File: src/rtl/hex_display_scanner_if.sv
// Load handshake bundle for hex_display_scanner.
// The producer (datapath/debug mux) uses the master modport, the scanner uses slave.
interface hex_display_scanner_if #(
  parameter int DATA_W = 128
);
  logic              load_valid;
  logic              load_ready;
  logic [DATA_W-1:0] load_data;

  modport master (
    output load_valid,
    output load_data,
    input  load_ready
  );

  modport slave (
    input  load_valid,
    input  load_data,
    output load_ready
  );
endinterface

File: src/rtl/hex_display_scanner.sv
// hex_display_scanner: captures a wide value over a valid/ready handshake and
// shows it one page of NUM_DIGITS hex digits at a time on a 7-segment bank.
// Paging is manual (page_step strobe) or automatic (PAGE_CYCLES dwell timer).
// Optional build macro HEX_DISP_ACTIVE_LOW_EN inverts the segment outputs for
// common-anode displays; the default build drives active-high segments.
module hex_display_scanner #(
  parameter int DATA_W      = 128,
  parameter int NUM_DIGITS  = 8,
  parameter int PAGE_CYCLES = 50_000_000,
  localparam int NIB        = DATA_W / 4,
  localparam int PAGES      = (NIB + NUM_DIGITS - 1) / NUM_DIGITS,
  localparam int PAGE_W     = (PAGES > 1) ? $clog2(PAGES) : 1,
  localparam int DWELL_W    = $clog2(PAGE_CYCLES)
) (
  input  logic                    clk,
  input  logic                    rst_n,
  hex_display_scanner_if.slave    load_if,
  input  logic                    mode,
  input  logic                    page_step,
  input  logic                    blank,
  output logic [PAGE_W-1:0]       page,
  output logic [7*NUM_DIGITS-1:0] seg
);

  typedef enum logic [1:0] {
    EMPTY,
    SWEEP,
    DONE
  } state_e;

  state_e                  state_q, state_d;
  logic [DATA_W-1:0]       shadow_q, shadow_d;
  logic [PAGE_W-1:0]       page_q, page_d;
  logic [DWELL_W-1:0]      dwell_q, dwell_d;
  logic                    mode_q;
  logic                    load_ready_q, load_ready_d;
  logic [7*NUM_DIGITS-1:0] seg_q, seg_d;
  logic                    capture;
  int                      idx;
  logic [DATA_W-1:0]       shifted;

  // Hex nibble to segment pattern, bit order g..a with bit 0 = a, 1 = lit.
  function automatic logic [6:0] hex_to_seg(input logic [3:0] nib);
    case (nib)
      4'h0:    return 7'h3F;
      4'h1:    return 7'h06;
      4'h2:    return 7'h5B;
      4'h3:    return 7'h4F;
      4'h4:    return 7'h66;
      4'h5:    return 7'h6D;
      4'h6:    return 7'h7D;
      4'h7:    return 7'h07;
      4'h8:    return 7'h7F;
      4'h9:    return 7'h6F;
      4'hA:    return 7'h77;
      4'hB:    return 7'h7C;
      4'hC:    return 7'h58;
      4'hD:    return 7'h5E;
      4'hE:    return 7'h79;
      default: return 7'h71;
    endcase
  endfunction

  // Page increment with wrap from the last page back to page 0.
  function automatic logic [PAGE_W-1:0] next_page(input logic [PAGE_W-1:0] p);
    return (p == PAGE_W'(PAGES - 1)) ? '0 : p + PAGE_W'(1);
  endfunction

  // Next-state logic: capture has priority, then manual stepping or dwell expiry.
  always_comb begin
    state_d  = state_q;
    shadow_d = shadow_q;
    page_d   = page_q;
    dwell_d  = dwell_q;
    capture  = load_if.load_valid && load_ready_q;

    if (capture) begin
      shadow_d = load_if.load_data;
      page_d   = '0;
      dwell_d  = '0;
      state_d  = SWEEP;
    end else if (state_q == EMPTY) begin
      dwell_d = '0;
    end else if (!mode) begin
      dwell_d = '0;
      if (page_step) begin
        page_d = next_page(page_q);
      end
    end else if (mode != mode_q) begin
      dwell_d = '0;
    end else if (dwell_q == DWELL_W'(PAGE_CYCLES - 1)) begin
      dwell_d = '0;
      page_d  = next_page(page_q);
      if (state_q == SWEEP && page_q == PAGE_W'(PAGES - 1)) begin
        state_d = DONE;
      end
    end else begin
      dwell_d = dwell_q + DWELL_W'(1);
    end

    // Auto mode holds off new loads until the first full sweep has been shown.
    load_ready_d = (state_d != SWEEP) || !mode;
  end

  // Segment decode for the current page; missing nibbles past the value stay dark.
  always_comb begin
    seg_d   = '0;
    idx     = 0;
    shifted = '0;
    if (state_q != EMPTY && !blank) begin
      for (int d = 0; d < NUM_DIGITS; d++) begin
        idx = int'(page_q) * NUM_DIGITS + d;
        if (idx < NIB) begin
          shifted            = shadow_q >> (4 * idx);
          seg_d[7*d +: 7]    = hex_to_seg(shifted[3:0]);
        end
      end
    end
  end

  // State, shadow, paging and registered segment outputs.
  always_ff @(posedge clk or negedge rst_n) begin
    if (!rst_n) begin
      state_q      <= EMPTY;
      shadow_q     <= '0;
      page_q       <= '0;
      dwell_q      <= '0;
      mode_q       <= 1'b0;
      load_ready_q <= 1'b1;
      seg_q        <= '0;
    end else begin
      state_q      <= state_d;
      shadow_q     <= shadow_d;
      page_q       <= page_d;
      dwell_q      <= dwell_d;
      mode_q       <= mode;
      load_ready_q <= load_ready_d;
      seg_q        <= seg_d;
    end
  end

  assign load_if.load_ready = load_ready_q;
  assign page               = page_q;

`ifdef HEX_DISP_ACTIVE_LOW_EN
  assign seg = ~seg_q;
`else
  assign seg = seg_q;
`endif

endmodule

File: src/flat_wrapper.sv
// flat-port wrapper written by rule: the top's interface ports become plain ports
module hex_display_scanner_flat 
#(
  parameter int DATA_W      = 128,
  parameter int NUM_DIGITS  = 8,
  parameter int PAGE_CYCLES = 50_000_000,
  localparam int NIB        = DATA_W / 4,
  localparam int PAGES      = (NIB + NUM_DIGITS - 1) / NUM_DIGITS,
  localparam int PAGE_W     = (PAGES > 1) ? $clog2(PAGES) : 1,
  localparam int DWELL_W    = $clog2(PAGE_CYCLES)
)
  (clk, rst_n, mode, page_step, blank, page, seg, load_if_load_valid, load_if_load_data, load_if_load_ready);
  hex_display_scanner_if #(.DATA_W(DATA_W)) load_if_i ();
  input  logic clk;
  input  logic rst_n;
  input  logic mode;
  input  logic page_step;
  input  logic blank;
  output logic [PAGE_W-1:0] page;
  output logic [7*NUM_DIGITS-1:0] seg;
  input wire logic [$bits(load_if_i.load_valid)-1:0] load_if_load_valid;
  input wire logic [$bits(load_if_i.load_data)-1:0] load_if_load_data;
  output wire logic [$bits(load_if_i.load_ready)-1:0] load_if_load_ready;
  assign load_if_i.load_valid = load_if_load_valid;
  assign load_if_i.load_data = load_if_load_data;
  assign load_if_load_ready = load_if_i.load_ready;
  hex_display_scanner #(.DATA_W(DATA_W), .NUM_DIGITS(NUM_DIGITS), .PAGE_CYCLES(PAGE_CYCLES)) u_core (.clk(clk), .rst_n(rst_n), .load_if(load_if_i), .mode(mode), .page_step(page_step), .blank(blank), .page(page), .seg(seg));
endmodule
File: config.mk
export PLATFORM = sky130hd
export DESIGN_NAME = hex_display_scanner_flat
export DESIGN_NICKNAME = d
export VERILOG_FILES = /design/src/rtl/hex_display_scanner_if.sv /design/src/rtl/hex_display_scanner.sv /design/src/flat_wrapper.sv
export SDC_FILE = /design/constraint.sdc
export NUM_CORES = 1
export LEC_CHECK = 0
export ABC_AREA = 0
export CAP_MARGIN = 30
export CORE_MARGIN = 2
export CORE_UTILIZATION = 45
export CTS_CLUSTER_SIZE = 30
export DETAILED_ROUTE_END_ITERATION = 7
export GPL_TIMING_DRIVEN = 1
export PLACE_DENSITY_LB_ADDON = 0.3
export SLEW_MARGIN = 30
export SYNTH_ARGS = -nofsm -noshare
export SYNTH_HDL_FRONTEND = slang
export SYNTH_SLANG_ARGS = --single-unit
File: constraint.sdc
create_clock -name clk -period 2.61 [get_ports clk]
set_input_delay 0.522 -clock clk [delete_from_list [all_inputs] [get_ports clk]]
set_output_delay 0.522 -clock clk [all_outputs]
set_load 0.1 [all_outputs]
==> reports/metrics.cfg <==
[synthesis]
synth_area_um2 = 10800
ys_async_sr_fraction_pct = 100
synth_most_common_cell = dfrtp_1
yosys-top-cells-area = dfrtp_1, mux2_2, mux4_2
ys_dominant_reg_cell = dfrtp_1
yosys.cell_types.count = 58
yosysTopAreaCellShare_pct = 50.0
ys.warnings.count = 0
synth_edf_count = 0
syn-instance-count = 852
synth_top_area_cell = dfrtp_1
ys_top_cells_by_count = dfrtp_1, mux2_2, nor2_1
syn-num-nets = 1028
syn_area_per_cell_um2 = 12.6
ys_seq_area_share_pct = 50.3
ys_ff_latch = 216

[place]
place_congestion = 0.843
place_area_um2 = 12900
dp.cells = 1328
post-dp-hpwl_um = 18400
numPortBuffers = 192
dpl_worst_slack_ps = 236

[layout]
seqCellArea_um2 = 5410
multi_input_area_um2 = 4930
final_nets = 1212
instances_no_fill = 1374
final_cell_area_um2 = 13700
area_growth_pct = 27.6
drive_gt1_share_pct = 28.1
fillCellCount = 1934

[floorplan]
core-area_um2 = 23500
io_pins = 193
start_util_pct = 45.8
die_height_um = 159
rows = 56
die_w_um = 159
die-area_um2 = 25200

[cts]
cts_root_buffer = clkbuf_16
clock_latency_ps = 520
ctsResizeCount = 0
postCtsSetupRepairBufs = 0
holdBufCountCts = 1
clockBufferDepth = 3
htree_levels = 1
clkTransAtPathRegs_ps = 60
clock_sinks = 216
cts_buffers = 24
cts_tree = done

[drt]
viasPerCell = 5.53
dr.pass1.iters = 5
ant_nets = 0
wl_um = 25800
drc_errors = 0
vias = 7603
wl_per_cell_um = 18.8
drt_iter0_markers = 433

[global_routing]
grt_max_degree = 69
grt_pass1_wl_um = 40800
antenna_found_initial = 2
grt_pass1_vias = 7383
grtUsageTotal_pct = 20.9
globalRouteOverflowTotal = 0

[worst_setup_path]
crit_path_end_kind = flop
path_class = reg -> reg
cp_cell_sequence = buf_4 -> mux4_2 -> inv_1 -> ha_1 -> nand2b_1 -> a2bb2oi_1 -> o221ai_1
arrival_ps = 2750
path_max_fanout = 13
crit_required_ps = 2990
slowest_stage = dfrtp_4
startpoint_type = flop
critPathMaxStageDelay_ps = 630

[sta]
hold_violations = 0
setup_viol = 0
tns_ps = 0
worst_slew_pin_slew_ps = 546
finalWorstSetupSlack_ps = 236
rsz0062_at_grt = no
maxSlewHeadroom_pct = 63.6
fin_crit_ps = 2370
fmax_ghz = 0.421
fin_crit_sh_pct = 91.0
finalClockSkew_ps = 10.3
slew_violations = 0

[pwr]
vdd_drop_max_mv = 0.653
power_density_nw_per_um2 = 1190
leakage_nw = 5.79

[min_path]
hold_path_class = reg -> reg

[run_status]
run_status = completed

[job]
drv_cap = 0

-- cell type report --
cell class	count	share of cell area [%]
multi-input cells	556	35.9
inverters	26	0.711
well taps	319	2.91
flip-flops and latches	216	39.4
diodes	1	0.0182
clock inverters	12	0.876
clock buffers	32	5.04
repair buffers	212	15.1
-- worst max-delay path, delay by kind of cell (launching register included) --
kind | cells | cell delay [ps]
mux | 1 | 580
buf+inv | 2 | 380
simple gates | 1 | 120
fa+ha+maj | 1 | 190
flops | 1 | 630
compound gates | 2 | 340
-- layer usage --
layer / global-route usage, % / wire (um) / vias to the layer above
li1: - / - / 3533
met1: 31.0 / 11900 / 3802
met2: 32.5 / 12100 / 227
met3: 2.91 / 1210 / 39
met4: 5.66 / 641 / 2
met5: 0 / 13 / -
-- path summary, 6_finish.rpt --
kind / slack (ps) / depth (start not counted) / end / startpoint
setup / recovery: 240 / 7 / u_core.seg[17] / u_core.page[0]
hold / removal: 500 / 1 / u_core.dwell_q[0] / u_core.dwell_q[0]
setup reg to reg: 240 / 7 / u_core.seg[17] / u_core.page[0]
hold reg to reg: 500 / 1 / u_core.dwell_q[0] / u_core.dwell_q[0]
max in group asynchronous: 1340 / 3 / u_core.shadow_q[41] / rst_n
min in group asynchronous: 570 / 2 / u_core.shadow_q[117] / rst_n
-- power breakdown --
part	internal [mW]	leakage (nW)	switching (mW)
clock	2.06	0.393	1.36
combinational	2.73	2.77	5.65
sequential	4.15	2.63	0.407
total	8.94	5.79	7.42
-- cell families after synthesis --
logic type      synth area share (%)
compound gates                  9.42
xor+xnor                       0.977
fa+ha+maj                       4.89
buf+inv                         3.98
flops                           50.3
mux                             20.6
simple gates                    9.85
-- through the flow --
step | power, mW | utilization [%] | hold slack (ps)
after floorplan | 11.1 | - | 226
after global placement | 12.8 | 54.9 | 486
after global routing | 17.2 | 58.4 | 516
after detailed placement | 12.9 | 54.9 | 491
final | 16.4 | 58.4 | 496
after CTS | 16.4 | 58.4 | 499
-- flip-flops by register name, indices dropped and copies added (netlist names) --
signal and flops:
u_core.page 2, u_core.state_q 2, u_core.load_if.load_ready 1, u_core.seg 56, u_core.mode_q 1, u_core.shadow_q 128, u_core.dwell_q 26
-- cells in the final DEF (no fill, tap or decap), types with 9 or more instances in the layout --
cell / synthesis / layout
mux4_2: 34 / 34
a211oi_1: 18 / 18
nand3_1: 26 / 26
xor2_1: 9 / 9
a2bb2oi_1: 14 / 14
o221ai_1: 14 / 14
o21ai_0: 14 / 14
inv_1: 25 / 25
nand2b_1: 10 / 10
dfrtp_1: 215 / 213
ha_1: 42 / 42
clkbuf_16: 0 / 25
clkdlybuf4s50_1: 0 / 132
nand4_1: 17 / 17
a21oi_1: 28 / 28
nand2_1: 36 / 36
buf_4: 8 / 67
mux2_2: 128 / 128
nor2_1: 43 / 43
o31ai_1: 10 / 10
buf_12: 0 / 11
nor3_1: 18 / 18
Power figures use the tool's default switching activity.
